$ cat src/rtl/regfile_write_arbiter.sv
// Two-requester round-robin arbiter for the register file write port, with a saturating conflict counter.
// Optional macro REGFILE_ARB_R0_ZERO_EN makes register 0 read-only zero and adds the r0_drop output.
module regfile_write_arbiter #(
    parameter int DW = 8,
    parameter int AW = 3,
    parameter int CW = 16
) (
    input  logic          clk,
    input  logic          rst,
    input  logic          arb_en,
    input  logic          req0,
    input  logic [AW-1:0] addr0,
    input  logic [DW-1:0] data0,
    output logic          gnt0,
    input  logic          req1,
    input  logic [AW-1:0] addr1,
    input  logic [DW-1:0] data1,
    output logic          gnt1,
    output logic          rf_we,
    output logic [AW-1:0] rf_waddr,
    output logic [DW-1:0] rf_wdata,
`ifdef REGFILE_ARB_R0_ZERO_EN
    output logic          r0_drop,
`endif
    output logic [CW-1:0] conflict_cnt
);

    localparam logic [CW-1:0] CNT_MAX = {CW{1'b1}};

    logic          r_prio;
    logic          r_we;
    logic [AW-1:0] r_waddr;
    logic [DW-1:0] r_wdata;
    logic [CW-1:0] r_cnt;
    logic          w_gnt0;
    logic          w_gnt1;
    logic          w_conflict;
    logic [AW-1:0] w_sel_addr;
    logic [DW-1:0] w_sel_data;
`ifdef REGFILE_ARB_R0_ZERO_EN
    logic          r_r0_drop;
`endif

    // Grant decode: looks only at requests, enable and pointer; silent while in reset
    always_comb begin
        w_gnt0     = 1'b0;
        w_gnt1     = 1'b0;
        w_conflict = 1'b0;
        if (rst || !arb_en) begin
            w_gnt0 = 1'b0;
            w_gnt1 = 1'b0;
        end else if (req0 && req1) begin
            w_conflict = 1'b1;
            w_gnt0     = ~r_prio;
            w_gnt1     = r_prio;
        end else begin
            w_gnt0 = req0;
            w_gnt1 = req1;
        end
    end

    // Winner's address/data mux feeding the output register
    always_comb begin
        w_sel_addr = addr0;
        w_sel_data = data0;
        if (w_gnt1) begin
            w_sel_addr = addr1;
            w_sel_data = data1;
        end else begin
            w_sel_addr = addr0;
            w_sel_data = data0;
        end
    end

    // Write-port register, priority pointer and r0 drop flag
    always_ff @(posedge clk or posedge rst) begin
        if (rst) begin
            r_prio  <= 1'b0;
            r_we    <= 1'b0;
            r_waddr <= {AW{1'b0}};
            r_wdata <= {DW{1'b0}};
`ifdef REGFILE_ARB_R0_ZERO_EN
            r_r0_drop <= 1'b0;
`endif
        end else if (w_gnt0 || w_gnt1) begin
            // Loser of this transfer gets priority next time
            r_prio <= w_gnt0;
`ifdef REGFILE_ARB_R0_ZERO_EN
            if (w_sel_addr == {AW{1'b0}}) begin
                r_we      <= 1'b0;
                r_r0_drop <= 1'b1;
            end else begin
                r_we      <= 1'b1;
                r_r0_drop <= 1'b0;
                r_waddr   <= w_sel_addr;
                r_wdata   <= w_sel_data;
            end
`else
            r_we    <= 1'b1;
            r_waddr <= w_sel_addr;
            r_wdata <= w_sel_data;
`endif
        end else begin
            r_we <= 1'b0;
`ifdef REGFILE_ARB_R0_ZERO_EN
            r_r0_drop <= 1'b0;
`endif
        end
    end

    // Saturating count of contended, enabled cycles
    always_ff @(posedge clk or posedge rst) begin
        if (rst) begin
            r_cnt <= {CW{1'b0}};
        end else if (w_conflict && (r_cnt != CNT_MAX)) begin
            r_cnt <= r_cnt + {{(CW-1){1'b0}}, 1'b1};
        end else begin
            r_cnt <= r_cnt;
        end
    end

    assign gnt0         = w_gnt0;
    assign gnt1         = w_gnt1;
    assign rf_we        = r_we;
    assign rf_waddr     = r_waddr;
    assign rf_wdata     = r_wdata;
    assign conflict_cnt = r_cnt;
`ifdef REGFILE_ARB_R0_ZERO_EN
    assign r0_drop      = r_r0_drop;
`endif

endmodule

$ cat config.mk
export PLATFORM = sky130hd
export DESIGN_NAME = regfile_write_arbiter
export DESIGN_NICKNAME = d
export VERILOG_FILES = /design/src/rtl/regfile_write_arbiter.sv
export SDC_FILE = /design/constraint.sdc
export NUM_CORES = 1
export LEC_CHECK = 0
export CORE_MARGIN = 3
export CORE_UTILIZATION = 35
export CTS_CLUSTER_SIZE = 16
export DETAILED_ROUTE_END_ITERATION = 8
export GPL_TIMING_DRIVEN = 0
export PLACE_DENSITY = 0.73
export SYNTH_ARGS = -nofsm -noshare
export SYNTH_HDL_FRONTEND = slang
export SYNTH_SLANG_ARGS = --single-unit
$ cat constraint.sdc
create_clock -name clk -period 2.4 [get_ports clk]
set_clock_uncertainty 0.2 [all_clocks]
set_input_delay 0.48 -clock clk [delete_from_list [all_inputs] [get_ports clk]]
set_output_delay 0.48 -clock clk [all_outputs]
set_load 0.02 [all_outputs]
After elaboration in Yosys (flattened, before gate mapping). Index checks and enable logic that the tools add are counted. Widths: inputs -> output; s select.

Flip-flop bits (word level): 29. Bits in latches: 0. Bits in writable memories: 0. Bits in read-only memories: 0. Bits of input ports: 27. Output and inout port bits: 30. Logic and storage cells: 22. Memories kept: 0.

$add $sub $neg: 1. Multiply operators: 0. Divide/modulo/power cells: 0. Order comparisons: 0. Equality and inequality tests: 1. Shift-type cells: 0. Mux-type cells: 9. Bitwise operators: 1. Reduce and logical (&&, ||, !) cells: 5.

Operators by type and width (count): $add 16x1->16 const B (1); $ne 16x16->1 const B (1); $mux 8 (1); $mux 1 (7); $mux 3 (1); $logic_and 1x1->1 (2); $logic_or 1x1->1 (2); $logic_not 1->1 (1); $not 1->1 (1).

Depth between registers and ports, before layout. Gate-level depths: netlist of the first run.

Word-level depth: 5. Depth in mapped cells: 6. Gate-level depth less buffers: 5.

Worst setup path before layout of the first run. Ideal clock, no wire load.

Path kind: reg-to-reg. Start: register r_cnt[0] (netlist: conflict_cnt[0]). End: register r_cnt[1] (netlist: conflict_cnt[1]). Library setup time: 0.125 ns. Arrival time: 1.683 ns. Required time: 2.075 ns. Slack: 0.392 ns. Cell stages (with the launch flop): 6. Path buffers: 0. Period minus slack after synthesis: 2.008 ns. Cell sequence: dfrtp_1 > ha_1 > nand3_1 > nor4_4 > nor2_2 > mux2_4.

Longest elaborated chain between the ends: 2. Elaborated cells on any way between the ends: 3. Classes of those cells: 1 x add/sub; 1 x eq/ne; 1 x reduce/logical.

RTL lines: start, declared (RTL line 34) `logic [CW-1:0] r_cnt;`; start signal, assigned (RTL line 114) `r_cnt <= {CW{1'b0}};`; start signal, assigned (RTL line 116) `r_cnt <= r_cnt + {{(CW-1){1'b0}}, 1'b1};`; start signal, assigned (RTL line 118) `r_cnt <= r_cnt;`; branches (longest 2 deep; another with $add 16x1->16).

Parallel ways; which one is timed is not known. A chain may end at the register's enable or synchronous reset.

Worst setup path in the final report of the first run.
Start: input port rst. End: output port gnt1.

Longest elaborated chain between the ends: 2.

RTL lines: start, declared (RTL line 9) `input logic rst,`; $logic_or 1x1->1 (RTL line 49) `if (rst || !arb_en) begin`; $mux 1 (RTL line 49); end, declared (RTL line 18) `output logic gnt1,`.

No other way between the ends.

==> reports/qor.txt, run 1 <==
status = finished, final reports clean
sequential share of the synthesized area = 0.507
vias in the first global route = 1260
r2r worst-path depth = 5
Worst Setup SP = rst
Starting Density = 0.377
Synth area leader = dfrtp_1
number of remaining DRC errors = 0
Die Ht = 70.0 um
hold path startpoint = conflict_cnt[15]$_DFFE_PP0P_
Worst path top cell family by delay = buffers and inverters
# diodes = 0
Post-DP HPWL = 2570 um
Hold Fails Final Rpt = 0
Crit path arrival time = 1.68 ns
GP Congestion = 0.817
delay of the slowest critical-path stage = 0.47 ns
total power = 1.51 mW
final wirelength = 3570 um
grt total ovfl = 0
number of CTS-inserted buffers = 5
Levels on crit path = 5
most common cell after layout, fill and taps aside = clkdlybuf4s50_1
PortBufs = 56
largest fanout on the critical path = 10
Synth top area share = 0.507
WP data required = 1.72 ns
die area = 4900 sq um
FF+latch count, synth = 29
CTS Root Cell = clkbuf_8
Least-Margin Pin Slew = 1.05 ns
unique cell type count in the Yosys netlist = 32
critical path's slowest cell = clkdlybuf4s50_1
Pleak = 0.979 nW
WL/cell = 14.4 um
PwrDens = 678 nW/um^2
yosys warns = 0
area grow syn2layout = 55.3%
IO Pins = 57
Mean Syn Cell Area = 11.1 sq um
nets = 228
CTS tree = built
fin crit period = 2.36 ns
Worst VDD drop = 0.254 mV
Vias = 1217
Post-Synthesis Net Count = 157
clock latency on the worst-skew pair = 0.27 ns
Final Setup Violations = 0
WHS Path Cells = 1
Max Clock Freq = 424 MHz
CP Buf/Inv Count = 3
max_cap viols = 0
# rows = 22
largest net degree at the start of global routing = 30
crit end category = output port
Avg Vias per Cell = 4.91
CTS max path bufs = 2
most frequent cells in the layout = clkdlybuf4s50_1, dfrtp_1, nand2_1, xor2_1
pre-CTS setup slack = -0.904 ns
core region area = 3800 sq um
layout cell share with drive strength beyond 1 = 0.145
Final Max Tran Viols = 0
Critical Path, Cell by Cell = clkdlybuf4s50_1 -> nand3b_1 -> a21oi_4 -> clkbuf_8 -> buf_2
DP Area = 2050 sq um
Post-Syn Area = 1430 sq um
crit path kind = in2out
period utilisation layout = 0.984
final instance area = 2220 sq um
initial DRC count = 22
1st-pass router iterations = 3
Rel. slew slack = 0.297
Clk pin slew, worst setup/hold paths = 0.06 ns
H-Tree Level Count = 2
Chip Width = 70.0 um
Mapped Cells = 129
class of the worst hold path = reg2reg
remaining antenna violation count = 0
main area contributors after synthesis = dfrtp_1, xor2_1, mux2i_1
crit path launch type = primary input
origin of the critical flop-to-flop path = conflict_cnt[0]$_DFFE_PP0P_
initial antenna violation count = 0
GRT Resource Usage Total = 0.148
first-pass GRT wire length = 5920 um
number of clock sinks = 29
post-route worst setup slack = 0.0389 ns
CTS Hold Bufs = 0
==> metrics by stage <==
| step | setup TNS, ns | utilization | cells | hold WS [ns] |
|---|---|---|---|---|
| after floorplan | 0 | - | 129 | 0.339 |
| after global placement | -1.48 | 0.541 | 233 | 0.281 |
| final | 0 | 0.586 | 248 | 0.318 |
| after CTS | 0 | 0.573 | 242 | 0.320 |
| after detailed placement | -1.74 | 0.541 | 233 | 0.305 |
| after global routing | -0.00398 | 0.586 | 248 | 0.339 |
==> area by class of cell <==
type                    instances  area (sq um)
fillers                       319          1570
flip-flops and latches         29           726
multi-input cells              91           686
repair buffers                 64           609
clock buffers                   7          86.3
well taps                      48          60.1
plain buffers                   6          46.3
inverters                       3          11.3
==> cell families (layout without fill, tap and decap cells) <==
group                      after synthesis  after routing  share of synthesized area
DFF                                     29             29                      0.507
and+or+nand+nor                         47             47                      0.215
muxes                                   12             12                     0.0873
AOI/OAI and AO/OA                       16             16                     0.0629
buffers and inverters                    9             80                     0.0279
adders and majority gates                1              1                    0.00873
xor gates and xnor gates                15             15                     0.0917
==> final timing paths <==
check	to	slack, ns
min in group asynchronous	rf_wdata[6]$_DFFE_PP0P_	0.67
min reg2reg	conflict_cnt[15]$_DFFE_PP0P_	0.32
min	conflict_cnt[15]$_DFFE_PP0P_	0.32
max in group asynchronous	rf_waddr[2]$_DFFE_PP0P_	0.68
max	gnt1	0.04
max reg2reg	conflict_cnt[1]$_DFFE_PP0P_	0.34
==> report_power, final <==
part / total, mW / switching (mW) / leakage, nW / internal (mW)
clock: 0.399 / 0.172 / 0.0443 / 0.227
sequential: 0.645 / 0.0725 / 0.368 / 0.572
combinational: 0.464 / 0.217 / 0.567 / 0.247
==> Yosys cell counts, drive strengths merged <==
cell	count
or2	3
and4	1
a21oi	3
nor3	7
nor3b	3
mux2i	11
nor4	3
inv	3
nand2	14
nand4	6
mux2	1
nor4b	1
clkbuf	3
a311oi	1
nand4b	1
dfrtp	29
o21bai	1
o21ai	11
buf	3
nand3	4
xor2	14
ha	1
nor2	2
xnor2	1
nand3b	2
==> sequential cells by signal, indices dropped and copies added (netlist names) <==
| signal | count |
|---|---|
| rf_we | 1 |
| rf_wdata | 8 |
| conflict_cnt | 16 |
| r_prio | 1 |
| rf_waddr | 3 |
==> layer usage <==
layer / global-route usage / routed length [um] / vias up
met1: 0.183 / 1620 / 574
met4: 0.0191 / 0 / 0
met3: 0.0532 / 268 / 0
met2: 0.253 / 1680 / 48
met5: 0 / 0 / -
li1: - / - / 595
==> timing repair <==
action / CTS / global route
gates resized for setup: 19 / 1
buffers inserted: 2 / 6
endpoints found under the setup margin: 2 / 1
No activity file was read; power rests on OpenSTA's default activity.
==> run 2, diff against run 1 <==
- CORE_UTILIZATION: 35 -> 25
- PLACE_DENSITY: 0.73 -> 0.57
==> run 2 against run 1 <==
Compared with the run above:
- cell count up 6.9%
- sequential cell count unchanged
- largest power group unchanged
- via count fell by 0.99%
==> reports/qor.txt, run 2 (synthesis gave the netlist of run 1 again) <==
Chip Width = 81.7 um
H-Tree Level Count = 2
number of CTS-inserted buffers = 5
Pleak = 0.965 nW
FF+latch area = 726 sq um
class of the worst hold path = reg2reg
first-pass GRT wire length = 5770 um
Hold Slack = 0.294 ns
number of remaining DRC errors = 0
final design utilization = 0.418
WP data required = 1.72 ns
FF-to-FF setup slack = 0.29 ns
Rel. slew slack = 0.255
CTS Root Cell = clkbuf_8
Least-Margin Pin Slew = 1.12 ns
layout cell share with drive strength beyond 1 = 0.128
largest fanout on the critical path = 10
Max Clock Freq = 429 MHz
final wirelength = 3540 um
number of clock sinks = 29
Hold Path Sink = conflict_cnt[15]$_DFFE_PP0P_
PwrDens = 692 nW/um^2
crit path launch type = primary input
Post-DP HPWL = 2540 um
WHS Path Cells = 1
crit path kind = in2out
Clk pin slew, worst setup/hold paths = 0.07 ns
most frequent cells in the layout = clkdlybuf4s50_1, dfrtp_1, nand2_1, xor2_1
CTS tree = built
PortBufs = 56
Starting Density = 0.269
fill count = 548
DP Area = 2080 sq um
r2r worst-path depth = 5
# diodes = 0
max_cap viols = 0
largest net degree at the start of global routing = 30
Die Ht = 81.7 um
Critical Path, Cell by Cell = clkdlybuf4s50_1 -> nand3b_1 -> a21oi_4 -> clkbuf_8 -> buf_4
Final Max Tran Viols = 0
Avg Vias per Cell = 4.55
Fin Setup TNS = 0 ns
IO Pins = 57
die area = 6670 sq um
most common cell after layout, fill and taps aside = clkdlybuf4s50_1
Vias = 1205
status = finished, final reports clean
Worst VDD drop = 0.447 mV
delay of the slowest critical-path stage = 0.54 ns
period utilisation layout = 0.972
area grow syn2layout = 55.5%
RSZ-0062 raised after global routing = false
Hold Fails Final Rpt = 0
WL/cell = 13.4 um
crit end category = output port
1st-pass router iterations = 4
fin crit period = 2.33 ns
Final Setup Violations = 0
Largest register FFs = 16
# rows = 26
core region area = 5340 sq um
Crit path arrival time = 1.65 ns
final instance area = 2230 sq um
hold path startpoint = conflict_cnt[15]$_DFFE_PP0P_
R2R Path End = conflict_cnt[1]$_DFFE_PP0P_
CTS max path bufs = 2
GRT Resource Usage Total = 0.114
GP Congestion = 0.713
clock latency on the worst-skew pair = 0.28 ns
nets = 222
origin of the critical flop-to-flop path = conflict_cnt[0]$_DFFE_PP0P_
initial DRC count = 25
critical path's slowest cell = clkdlybuf4s50_1
vias in the first global route = 1226
grt total ovfl = 0
CTS Hold Bufs = 0
multi-input logic area = 686 sq um
remaining antenna violation count = 0
initial antenna violation count = 0
[run 2: cell count changes in the layout (fill, tap and decap cells not counted), sizes merged]
cell,before,now
buf,13,7
clkinv,0,1
dlygate4sd2,3,2
dlymetal6s2s,0,1
[run 2: worst max path at each step]
| stage | depth (start not counted) | slack [ns] | endpoint | startpoint |
|---|---|---|---|---|
| after detailed placement | 5 | -1.04 | gnt1 | req1 |
| after CTS | 5 | 0.03 | gnt1 | rst |
| after global placement | 5 | -1.06 | gnt1 | req1 |
| after floorplan | 5 | 0.39 | conflict_cnt[1]$_DFFE_PP0P_ | conflict_cnt[0]$_DFFE_PP0P_ |
| after global routing | 5 | 0.008 | gnt1 | arb_en |
| final | 5 | 0.07 | gnt1 | arb_en |
[run 2: repair_timing]
action / 4_1_cts / 5_1_grt
buffers inserted: 2 / 0
endpoints found under the setup margin: 2 / 2
endpoints found under the hold margin: 0 / 0
gates resized for setup: 18 / 3
[run 2: area by class of cell]
type,count,share of cell area
inverters,3,0.00505
clock inverters,1,0.00225
plain buffers,6,0.0208
flip-flops and latches,29,0.326
well taps,70,0.0393
repair buffers,58,0.256
multi-input cells,91,0.308
clock buffers,7,0.0432
[run 2: metrics by stage]
stage	power, mW	worst slack, ns	instances
floorplan	0.858	0.392	129
global placement	1.10	-1.06	255
detailed placement	1.10	-1.04	255
CTS	1.57	0.0254	265
global route	1.64	0.00837	265
finish	1.54	0.0668	265
[run 2: per-layer routing]
layer	vias to the layer above	wire length (um)	track usage
met5	-	0	0
met4	0	55	0.0399
met3	5	283	0.0439
met2	36	1590	0.181
met1	581	1610	0.141
li1	583	-	-
[run 2: critical path, delay by kind of cell]
family                 cells  cell delay (ns)
AO/OA/AOI/OAI              1             0.15
buffers and inverters      3             0.86
AND/OR/NAND/NOR            1             0.14
[run 2: power breakdown]
part | total, mW | internal [mW] | switching [mW]
combinational | 0.452 | 0.241 | 0.210
clock | 0.442 | 0.259 | 0.184
sequential | 0.649 | 0.572 | 0.0768
total | 1.54 | 1.07 | 0.471
